File: src/rtl/gps_pkg.sv
// Shared GPS definitions: C/A code length, G2 phase-selector taps per satellite, acquisition states.
package gps_pkg;

    localparam int CA_LEN = 1023;

    typedef enum logic [1:0] {
        ST_IDLE  = 2'd0,
        ST_DWELL = 2'd1,
        ST_SLIP  = 2'd2,
        ST_DONE  = 2'd3
    } acq_state_t;

    // G2 tap pair per n_sat (PRN-1): high nibble / low nibble are 1-based register positions.
    localparam logic [7:0] G2_TAPS [32] = '{
        8'h26, 8'h37, 8'h48, 8'h59, 8'h19, 8'h2A, 8'h18, 8'h29,
        8'h3A, 8'h23, 8'h34, 8'h56, 8'h67, 8'h78, 8'h89, 8'h9A,
        8'h14, 8'h25, 8'h36, 8'h47, 8'h58, 8'h69, 8'h13, 8'h46,
        8'h57, 8'h68, 8'h79, 8'h8A, 8'h16, 8'h27, 8'h38, 8'h49
    };

    function automatic logic [9:0] g2_tap_mask(input logic [4:0] n_sat);
        logic [7:0] t;
        t = G2_TAPS[n_sat];
        return (10'd1 << (t[7:4] - 4'd1)) | (10'd1 << (t[3:0] - 4'd1));
    endfunction

endpackage

File: src/rtl/gps_ca_acq_if.sv
// Control, sample and result bundle of the C/A acquisition block.
interface gps_ca_acq_if;
    logic       start_in;
    logic [4:0] n_sat_in;
    logic       sample_in;
    logic       sample_valid_in;
    logic       busy_out;
    logic       done_out;
    logic       lock_out;
    logic [9:0] phase_out;
    logic [10:0] peak_out;

    modport master (
        output start_in, n_sat_in, sample_in, sample_valid_in,
        input  busy_out, done_out, lock_out, phase_out, peak_out
    );

    modport slave (
        input  start_in, n_sat_in, sample_in, sample_valid_in,
        output busy_out, done_out, lock_out, phase_out, peak_out
    );
endinterface

File: src/rtl/gc_gen_sync.sv
// Gold-code (C/A) generator with synchronous all-ones reload and chip enable.
module gc_gen_sync
    import gps_pkg::*;
(
    input  logic       clk_in,
    input  logic       load,
    input  logic       en,
    input  logic [4:0] n_sat,
    output logic       chip
);
    // bit i holds shift-register position i+1; new bits enter at position 1
    logic [9:0] g1;
    logic [9:0] g2;

    always_ff @(posedge clk_in) begin
        if (load) begin
            g1 <= '1;
            g2 <= '1;
        end else if (en) begin
            g1 <= {g1[8:0], g1[2] ^ g1[9]};
            g2 <= {g2[8:0], g2[1] ^ g2[2] ^ g2[5] ^ g2[7] ^ g2[8] ^ g2[9]};
        end
    end

    assign chip = g1[9] ^ (^(g2 & g2_tap_mask(n_sat)));

endmodule

File: src/rtl/gps_ca_acq.sv
// Serial C/A code-phase search: one-period correlation per phase, one-chip slip between dwells.
module gps_ca_acq
    import gps_pkg::*;
#(
    parameter int THRESH    = 700,
    parameter int SLIP_LAST = CA_LEN - 1
) (
    input  logic        clk_in,
    input  logic        rst_in,
    gps_ca_acq_if.slave acq
);
    acq_state_t  state;
    acq_state_t  state_nx;
    logic [9:0]  cc;
    logic [9:0]  s;
    logic [9:0]  bs;
    logic [9:0]  bs_new;
    logic [10:0] mc;
    logic [10:0] mc_final;
    logic [10:0] bp;
    logic [10:0] bp_new;
    logic [4:0]  n_sat_q;
    logic        local_chip;
    logic        match;
    logic        accept;
    logic        gen_load;
    logic        gen_en;
    logic        dwell_end;
    logic        search_end;
    logic        better;

    assign accept     = acq.start_in && (state == ST_IDLE || state == ST_DONE);
    assign gen_load   = rst_in || accept;
    assign gen_en     = (state == ST_DWELL) && acq.sample_valid_in;
    assign match      = ~(acq.sample_in ^ local_chip);
    assign mc_final   = mc + {10'd0, match};
    assign dwell_end  = gen_en && (cc == 10'(CA_LEN - 1));
    assign search_end = dwell_end && (s == 10'(SLIP_LAST));
    // strict compare keeps the earliest slip on ties
    assign better     = mc_final > bp;
    assign bp_new     = better ? mc_final : bp;
    assign bs_new     = better ? s : bs;

    gc_gen_sync u_gen (
        .clk_in (clk_in),
        .load   (gen_load),
        .en     (gen_en),
        .n_sat  (n_sat_q),
        .chip   (local_chip)
    );

    always_ff @(posedge clk_in) begin
        if (rst_in) state <= ST_IDLE;
        else        state <= state_nx;
    end

    always_comb begin
        state_nx = state;
        case (state)
            ST_IDLE, ST_DONE: if (accept) state_nx = ST_DWELL;
            ST_DWELL:         if (dwell_end) state_nx = search_end ? ST_DONE : ST_SLIP;
            ST_SLIP:          if (acq.sample_valid_in) state_nx = ST_DWELL;
            default:          state_nx = ST_IDLE;
        endcase
    end

    always_ff @(posedge clk_in) begin
        if (rst_in) begin
            n_sat_q <= '0;
            cc      <= '0;
            mc      <= '0;
            s       <= '0;
            bp      <= '0;
            bs      <= '0;
        end else if (accept) begin
            n_sat_q <= acq.n_sat_in;
            cc      <= '0;
            mc      <= '0;
            s       <= '0;
            bp      <= '0;
            bs      <= '0;
        end else if (acq.sample_valid_in) begin
            if (state == ST_DWELL) begin
                if (dwell_end) begin
                    cc <= '0;
                    mc <= '0;
                    bp <= bp_new;
                    bs <= bs_new;
                end else begin
                    cc <= cc + 10'd1;
                    mc <= mc_final;
                end
            end else if (state == ST_SLIP) begin
                s <= s + 10'd1;
            end
        end
    end

    always_ff @(posedge clk_in) begin
        if (rst_in) begin
            acq.busy_out  <= 1'b0;
            acq.done_out  <= 1'b0;
            acq.lock_out  <= 1'b0;
            acq.phase_out <= '0;
            acq.peak_out  <= '0;
        end else begin
            acq.busy_out <= (state_nx == ST_DWELL) || (state_nx == ST_SLIP);
            acq.done_out <= search_end;
            if (accept) acq.lock_out <= 1'b0;
            if (search_end) begin
                acq.lock_out  <= bp_new >= 11'(THRESH);
                acq.phase_out <= (bs_new == '0) ? '0 : 10'(CA_LEN) - bs_new;
                acq.peak_out  <= bp_new;
            end
        end
    end

endmodule

File: src/flat_wrapper.sv
// flat-port wrapper written by rule: the top's interface ports become plain ports
module gps_ca_acq_flat import gps_pkg::*;
#(
    parameter int THRESH    = 700,
    parameter int SLIP_LAST = CA_LEN - 1
)
  (clk_in, rst_in, acq_start_in, acq_n_sat_in, acq_sample_in, acq_sample_valid_in, acq_busy_out, acq_done_out, acq_lock_out, acq_phase_out, acq_peak_out);
  gps_ca_acq_if acq_i ();
  input  logic clk_in;
  input  logic rst_in;
  input wire logic [$bits(acq_i.start_in)-1:0] acq_start_in;
  input wire logic [$bits(acq_i.n_sat_in)-1:0] acq_n_sat_in;
  input wire logic [$bits(acq_i.sample_in)-1:0] acq_sample_in;
  input wire logic [$bits(acq_i.sample_valid_in)-1:0] acq_sample_valid_in;
  output wire logic [$bits(acq_i.busy_out)-1:0] acq_busy_out;
  output wire logic [$bits(acq_i.done_out)-1:0] acq_done_out;
  output wire logic [$bits(acq_i.lock_out)-1:0] acq_lock_out;
  output wire logic [$bits(acq_i.phase_out)-1:0] acq_phase_out;
  output wire logic [$bits(acq_i.peak_out)-1:0] acq_peak_out;
  assign acq_i.start_in = acq_start_in;
  assign acq_i.n_sat_in = acq_n_sat_in;
  assign acq_i.sample_in = acq_sample_in;
  assign acq_i.sample_valid_in = acq_sample_valid_in;
  assign acq_busy_out = acq_i.busy_out;
  assign acq_done_out = acq_i.done_out;
  assign acq_lock_out = acq_i.lock_out;
  assign acq_phase_out = acq_i.phase_out;
  assign acq_peak_out = acq_i.peak_out;
  gps_ca_acq #(.THRESH(THRESH), .SLIP_LAST(SLIP_LAST)) u_core (.clk_in(clk_in), .rst_in(rst_in), .acq(acq_i));
endmodule
File: config.mk
export PLATFORM = sky130hd
export DESIGN_NAME = gps_ca_acq_flat
export DESIGN_NICKNAME = d
export VERILOG_FILES = /design/src/rtl/gps_pkg.sv /design/src/rtl/gps_ca_acq_if.sv /design/src/rtl/gc_gen_sync.sv /design/src/rtl/gps_ca_acq.sv /design/src/flat_wrapper.sv
export SDC_FILE = /design/constraint.sdc
export NUM_CORES = 1
export LEC_CHECK = 0
export CAP_MARGIN = 20
export CORE_UTILIZATION = 60
export CTS_BUF_LIST = sky130_fd_sc_hd__clkbuf_8
export CTS_CLUSTER_DIAMETER = 100
export DETAILED_ROUTE_END_ITERATION = 10
export PLACE_DENSITY = 0.8
export SLEW_MARGIN = 20
export SYNTH_ARGS = -nofsm -noshare
export SYNTH_HDL_FRONTEND = slang
export SYNTH_SLANG_ARGS = --single-unit
File: constraint.sdc
create_clock -name clk_in -period 6.65 [get_ports clk_in]
set_input_delay 1.6625 -clock clk_in [delete_from_list [all_inputs] [get_ports clk_in]]
set_output_delay 1.6625 -clock clk_in [all_outputs]
set_load 0.005 [all_outputs]
# ---- Word-level counts from Yosys, hierarchy flattened
# Memories as Yosys holds them, arrays and structs flattened.
# Cells that the tools add are included.
dict set report word_totals {
  out_inout_bits 24
  reg_bits 103
  n_memories 1
  elab_cells 76
  in_bits 10
  romBits 256
}
dict set report classes {
  bitwise 13
  n_shift 2
  mux 14
  eq_ne 7
  n_lt_le_gt_ge 3
  add_sub_neg 6
  reduce_logical 16
}
# name words word_bits read_ports rd_ports_with_merged_regs write_ports line_no
set memory_table {}
lappend memory_table {{(no name shown)} 32 8 1 0 0 gps_pkg.sv:23} ;# t = G2_TAPS[n_sat];
# operator count
set ops {}
lappend ops {{2-to-1 mux 10 bit} 3}
lappend ops {{2-to-1 mux 11 bit} 2}
lappend ops {{adder 10 x 1 -> 10 bit (second input constant)} 2}
lappend ops {{== test 10 bit (second input constant)} 2}
lappend ops {{<< shifter 1 x 4 -> 10 bit (first input constant)} 2}
lappend ops {{2-to-1 mux 8 bit} 2}
lappend ops {{adder 11 x 1 -> 11 bit} 1}
lappend ops {{greater-or-equal comparator 11 x 10 -> 1 bit (second input constant)} 1}
lappend ops {{greater-than comparator 11 bit} 1}
lappend ops {{AND 10 bit} 1}
lappend ops {{zero test 10 bit} 1}
lappend ops {{bitwise OR 10 bit} 1}
lappend ops {{XOR reduction 10 bit} 1}
lappend ops {{subtractor 10 bit (first input constant)} 1}
lappend ops {{subtractor 4 x 1 -> 4 bit (second input constant)} 2}
lappend ops {{XOR 1 bit} 8}
lappend ops {{== test 2 bit (second input constant)} 3}
lappend ops {{greater-or-equal comparator 6 bit (second input constant)} 1}
lappend ops {{2-to-1 mux 2 bit} 3}
lappend ops {{inverter 5 -> 6 bit} 1}
lappend ops {{case mux 2 bit (3 select lines)} 1}
lappend ops {{AND reduction 3 bit} 2}
lappend ops {{== test 2 x 1 -> 1 bit (second input constant)} 2}
lappend ops {{logical AND 1 bit} 4}
lappend ops {{7 further kinds} 13}

# ---- Longest topological paths before layout
dict set report logic_depth {
  ltp_word 17
  mapped_depth 30
  ltp_nobuf 27
}

# ---- Hierarchy
# Synthesis repeated with hierarchy kept, for this count alone.
dict set report unflattened {
  hier_cells 692
  area_unflattened_um2 5933.2
}
# module instances seq_area_each_um2 area_per_inst_um2 cells_per_inst
set by_module_without_submodules {}
lappend by_module_without_submodules {gps_ca_acq 1 1661.6 4108.9 488}
lappend by_module_without_submodules {gc_gen_sync 1 400.4 1824.2 204}

# ---- Least setup slack after synthesis
# Ideal clock, no wire load.
dict set report synth_path {
  path_type {flip-flop to flip-flop}
  start {reg u_core.n_sat_q[0]}
  end {reg u_core.bp[0]}
  t_required_ps 6522
  slack_ps 524
  setup_ps 128
  t_arrival_ps 5999
  path_buffers 2
  period_less_slack_ps 6126
  path_stages_with_launch 30
  cell_sequence {dfxtp_1 -> inv_1 -> ha_1 -> mux2_2 -> o21ai_0 -> nand3_1 -> o31ai_1 -> nand3_1 -> o31ai_1 -> xnor3_1 -> xnor2_1 -> xnor3_1 -> ha_1 -> ha_1 -> nand3_1 -> nor2_1 -> and3_1 -> xnor2_1 -> inv_1 -> ha_1 -> nand4_1 -> a21oi_1 -> o31a_1 -> o21ai_0 -> a21oi_1 -> and2_1 -> buf_2 -> clkbuf_1 -> mux2i_1 -> nor2_1}
}
dict set report synth_between {
  elab_chain_len 15
  word_cells_on_any_way 17
  cone_classes {add/sub: 3; order compare: 1; shift: 2; mux: 3; bitwise: 6; reduce/logical: 1; memory: 1}
}
# element line_no
set synth_lines {}
lappend synth_lines {{start, declared} gps_ca_acq.sv:22} ;# logic [4:0] n_sat_q;
lappend synth_lines {{start signal, assigned} gps_ca_acq.sv:76} ;# n_sat_q <= acq.n_sat_in;
lappend synth_lines {{inverter 5 -> 6 bit (not written as such) (*)} gps_pkg.sv:23}
lappend synth_lines {{memory read (32 x 8 bit) (*)} --}
lappend synth_lines {{2-to-1 mux 8 bit (not written as such) (*) (2 in series)} gps_pkg.sv:23}
lappend synth_lines {{subtractor 4 x 1 -> 4 bit} gps_pkg.sv:24} ;# return (10'd1 << (t[7:4] - 4'd1)) | (10'd1 << (t[3:0] - 4'd1));
lappend synth_lines {{<< shifter 1 x 4 -> 10 bit} gps_pkg.sv:24}
lappend synth_lines {{bitwise OR 10 bit (*)} gps_pkg.sv:24}
lappend synth_lines {{AND 10 bit (*)} gc_gen_sync.sv:25} ;# assign chip = g1[9] ^ (^(g2 & g2_tap_mask(n_sat)));
lappend synth_lines {{XOR reduction 10 bit (*)} gc_gen_sync.sv:25}
lappend synth_lines {{XOR 1 bit (*)} gc_gen_sync.sv:25}
lappend synth_lines {{XOR 1 bit (*)} gps_ca_acq.sv:35} ;# assign match = ~(acq.sample_in ^ local_chip);
lappend synth_lines {{inverter 1 bit (*)} gps_ca_acq.sv:35}
lappend synth_lines {{adder 11 x 1 -> 11 bit (*)} gps_ca_acq.sv:36} ;# assign mc_final = mc + {10'd0, match};
lappend synth_lines {{greater-than comparator 11 bit} gps_ca_acq.sv:40} ;# assign better = mc_final > bp;
lappend synth_lines {{2-to-1 mux 11 bit (*)} gps_ca_acq.sv:41} ;# assign bp_new = better ? mc_final : bp;
lappend synth_lines {{end signal, assigned} gps_ca_acq.sv:87} ;# bp <= bp_new;
lappend synth_lines {{end, declared} gps_ca_acq.sv:20} ;# logic [10:0] bp;
# Mark *: on every way between the ends. The rest lies on a longest branch, timed or not. The select of a mux whose other input is x is not followed.
# A chain may end at the register's enable or synchronous reset.

# ---- Worst setup path after layout
dict set report layout_path {
  start {reg u_core.n_sat_q[3]}
  end {reg u_core.acq.peak_out[8]}
}
dict set report layout_between {
  elab_chain_len 15
  word_cells_on_any_way 17
  cone_classes {add/sub: 3; order compare: 1; shift: 2; mux: 3; bitwise: 6; reduce/logical: 1; memory: 1}
}
# element line_no
set layout_lines {}
lappend layout_lines {{inverter 5 -> 6 bit (not written as such) (*)} gps_pkg.sv:23}
lappend layout_lines {{memory read (32 x 8 bit) (*)} --}
lappend layout_lines {{2-to-1 mux 8 bit (not written as such) (*) (2 in series)} gps_pkg.sv:23}
lappend layout_lines {{subtractor 4 x 1 -> 4 bit} gps_pkg.sv:24}
lappend layout_lines {{<< shifter 1 x 4 -> 10 bit} gps_pkg.sv:24}
lappend layout_lines {{bitwise OR 10 bit (*)} gps_pkg.sv:24}
lappend layout_lines {{AND 10 bit (*)} gc_gen_sync.sv:25}
lappend layout_lines {{XOR reduction 10 bit (*)} gc_gen_sync.sv:25}
lappend layout_lines {{XOR 1 bit (*)} gc_gen_sync.sv:25}
lappend layout_lines {{XOR 1 bit (*)} gps_ca_acq.sv:35}
lappend layout_lines {{inverter 1 bit (*)} gps_ca_acq.sv:35}
lappend layout_lines {{adder 11 x 1 -> 11 bit (*)} gps_ca_acq.sv:36}
lappend layout_lines {{greater-than comparator 11 bit} gps_ca_acq.sv:40}
lappend layout_lines {{2-to-1 mux 11 bit (*)} gps_ca_acq.sv:41}
lappend layout_lines {{end signal, assigned} gps_ca_acq.sv:113} ;# acq.peak_out <= bp_new;
lappend layout_lines {{end, declared} gps_ca_acq_if.sv:20} ;# output busy_out, done_out, lock_out, phase_out, peak_out
# Marks and branches as above.

==> impl_metrics.py <==
metrics = {
    "cells_and_area": {
        "stdcell_count": 818,
        "finalInstanceArea_sq_um": 6185,
        "diodes": 0,
        "nNetsFinal": 743,
        "area_growth_pct": 12.47,
        "post-route-util_pct": 70.23,
        "drive_gt1_share_pct": 7.465,
        "regArea_sq_um": 2063,
        "nFillCells": 702,
        "multi_input_area_sq_um": 3187,
    },
    "placement": {
        "placed_cell_area_sq_um": 5936,
        "io_buffers": 33,
        "finalWeightedCongestion": 0.8776,
        "dp_cells": 798,
        "place_ws_ns": -0.05479,
        "dp_hpwl_um": 8845,
    },
    "timing": {
        "worst_pin_slew_ns": 0.9852,
        "post-route-period-util_pct": 92.78,
        "max_freq_mhz": 162.1,
        "final_hold_viol_count": 0,
        "finalSetupViolCount": 0,
        "worst_slack_ns": 0.4800,
        "skew_ns": 0.01523,
        "period_minus_slack_ns": 6.170,
        "tns_ns": 0,
        "whs_ns": 0.4554,
        "relSlewSlack_pct": 34.12,
        "slew_violations": 0,
    },
    "clocking": {
        "cts.path.max_buffers": 2,
        "cts_tree": "built",
        "clockRootBuffer": "clkbuf_8",
        "hold_buffers": 0,
        "htree_levels": 3,
        "clk_pin_slew_worst_paths_ns": 0.10,
        "clk_latency_ns": 0.38,
        "cts_buffers": 9,
        "cts_sinks": 103,
    },
    "detailed_routing": {
        "wl_um": 12700,
        "postRouteAntennaNets": 0,
        "dr.pass1.iters": 8,
        "vias_per_cell": 5.985,
        "drt_iter0_markers": 288,
        "vias": 4896,
        "route.detailed.drc": 4,
        "wl_per_cell_um": 15.53,
    },
    "worst_setup_path": {
        "worstPathRequired_ns": 6.93,
        "cp-start-kind": "register",
        "crit_slowest_cell": "dfxtp_2",
        "crit_arrival_ns": 6.45,
        "crit_type": "register to register",
        "critPathMaxFanout": 21,
        "critical-path-max-stage-delay_ns": 0.58,
        "endpoint_kind": "register",
    },
    "global_route": {
        "grt.met2_usage_pct": 47.08,
        "track_usage_pct": 27.42,
        "overflow": 0,
        "top_usage_layer": "met2",
        "grt_max_degree": 45,
        "antenna_found_initial": 0,
        "grt_pass1_vias": 4636,
        "met3_usage_pct": 4.152,
        "use_met1_pct": 35.35,
        "grt_pass1_wl_um": 21580,
    },
    "pwr": {
        "powerDensity_nw_per_um2": 249.0,
        "ir_drop_mv": 0.2334,
        "power_leakage_nw": 2.372,
        "p_int_mw": 1.022,
        "sw_frac_of_total_pct": 33.65,
        "p_comb_share_pct": 33.8,
        "p_seq_share_pct": 41.5,
        "fin_total_pwr_mw": 1.540,
        "p_switching_mw": 0.5182,
        "clockPowerShare_pct": 24.8,
    },
    "floorplan": {
        "die_area_sq_um": 9552,
        "fp.dieH_um": 97.74,
        "start_util_pct": 62.45,
        "placement_rows": 34,
        "coreArea_sq_um": 8806,
        "die_x_um": 97.74,
        "io_pins": 34,
    },
    "job": {
        "drv_cap": 0,
    },
    "logic_synthesis": {
        "syn_nets": 715,
        "synth_ff_type": "dfxtp_1",
        "synthDistinctLibCells": 53,
        "ys_async_sr_fraction_pct": 0,
        "synth_area_per_cell_sq_um": 8.123,
        "syn_inst": 677,
        "ys_seq_elements": 103,
        "synth_edf_count": 0,
        "yosysWarnings": 0,
        "syn-cell-area_sq_um": 5499,
        "seq_area_frac_synth_pct": 37.50,
    },
    "hold_path": {
        "hp-class": "register to register",
    },
    "status": {
        "violations": "DRC",
        "outcome": "finished with violations",
    },
}
[Yosys cell counts, drive strengths merged (3+ instances only)]
master,number,area share [%]
dfxtp,103,37
nand2,85,5.8
nor2,68,4.6
a21oi,56,5.2
nand3,48,4.4
inv,31,2.1
clkbuf,28,1.9
ha,28,6.4
o21ai,27,2.5
mux2i,24,4.4
xnor2,21,3.3
xor2,16,2.5
a211oi,14,1.9
nand4,13,1.5
a22o,11,1.8
nor3,11,1.1
buf,10,1.1
nor2b,9,1.0
nand2b,5,0.57
o22ai,5,0.57
or3,5,0.57
a22oi,4,0.55
and2,4,0.45
and3,4,0.45
o31ai,4,0.55
a31oi,3,0.34
a32oi,3,0.48
nand3b,3,0.41
o211ai,3,0.41
o21a,3,0.41
[layout make-up]
cell class                      count  area share, %
Sequential cell                   103          33.36
Timing Repair Buffer               55          8.011
Clock buffer                       10          2.225
Clock inverter                      6         0.8092
Tap cell                          108          2.185
Multi-Input combinational cell    505          51.53
Inverter                           31          1.881
[power groups by stage]
stage          Sequential [mW]  Clock, mW  Combinational, mW
5_1_grt                  0.641      0.418              0.562
6_report                 0.639      0.382              0.520
4_1_cts                  0.638      0.388              0.453
3_3_place_gp             0.651          0              0.436
3_5_place_dp             0.652          0              0.447
2_1_floorplan            0.649          0              0.339
[cell families (layout without fill, tap and decap cells)]
logic type | Yosys count | in the layout | share of synthesized area (%)
AO/OA/AOI/OAI | 147 | 147 | 16.93
AND/OR/NAND/NOR | 264 | 264 | 22.14
multiplexers | 27 | 27 | 5.188
XOR/XNOR | 39 | 39 | 6.712
buffers and inverters | 69 | 102 | 5.165
adder cells (fa/ha/maj) | 28 | 28 | 6.371
flip-flops | 103 | 103 | 37.50
[critical path, delay by kind of cell, from the launching register on]
family / cells / cell delay [ns]
compound gates: 10 / 1.79
flops: 1 / 0.58
xor+xnor: 4 / 1.10
buf+inv: 3 / 0.41
simple gates: 6 / 1.41
fa+ha+maj: 3 / 0.76
[flip-flops by register name, summed over array words and instances (netlist names)]
signal                count
u_core.acq.busy_out       1
u_core.acq.done_out       1
u_core.acq.lock_out       1
u_core.acq.peak_out      11
u_core.acq.phase_out     10
u_core.bp                11
u_core.bs                10
u_core.cc                10
u_core.mc                11
u_core.n_sat_q            5
u_core.s                 10
u_core.state              2
u_core.u_gen.g1          10
u_core.u_gen.g2          10
[layout by cell type (no fill, tap or decap), types with 3 or more instances in the layout]
master           Yosys  layout
a211oi_1            14      13
a21oi_1             55      54
a22o_1              11      11
a22oi_1              4       4
a31oi_1              3       3
a32oi_1              3       3
and2_1               4       4
and3_1               4       4
buf_4                0      22
clkbuf_8             0      10
clkdlybuf4s50_1      0      33
dfxtp_1            103     102
ha_1                28      28
inv_1               31      31
inv_6                0       3
mux2i_1             24      24
nand2_1             85      85
nand2b_1             5       5
nand3_1             48      48
nand3b_1             3       3
nand4_1             13      13
nor2_1              68      67
nor2b_1              9       9
nor3_1              10      10
o211ai_1             3       3
o21a_1               3       3
o21ai_0             27      24
o22ai_1              5       4
o31ai_1              4       4
or3_1                5       5
xnor2_1             21      20
xor2_1              16      16
[routing by layer]
metal  up-vias  wire, um
met4         0       175
li1       2411         -
met5         -         0
met1      2315      5637
met2       152      6215
met3        18       673
[path summary, 6_finish.rpt]
check	slack, ns	cells past startpoint	from	endpoint
worst max register to register	0.48	26	u_core.n_sat_q[3]	u_core.acq.peak_out[8]
worst min-delay path	0.46	2	u_core.acq.peak_out[5]	u_core.acq.peak_out[5]
worst max-delay path	0.48	26	u_core.n_sat_q[3]	u_core.acq.peak_out[8]
worst min register to register	0.46	2	u_core.acq.peak_out[5]	u_core.acq.peak_out[5]
[timing repair]
action | 4_1_cts | 5_1_grt
setup endpoints to repair | 0 | 43
resized for setup | 0 | 10
setup buffers | 0 | 4
(Power assumes the default switching activity.)
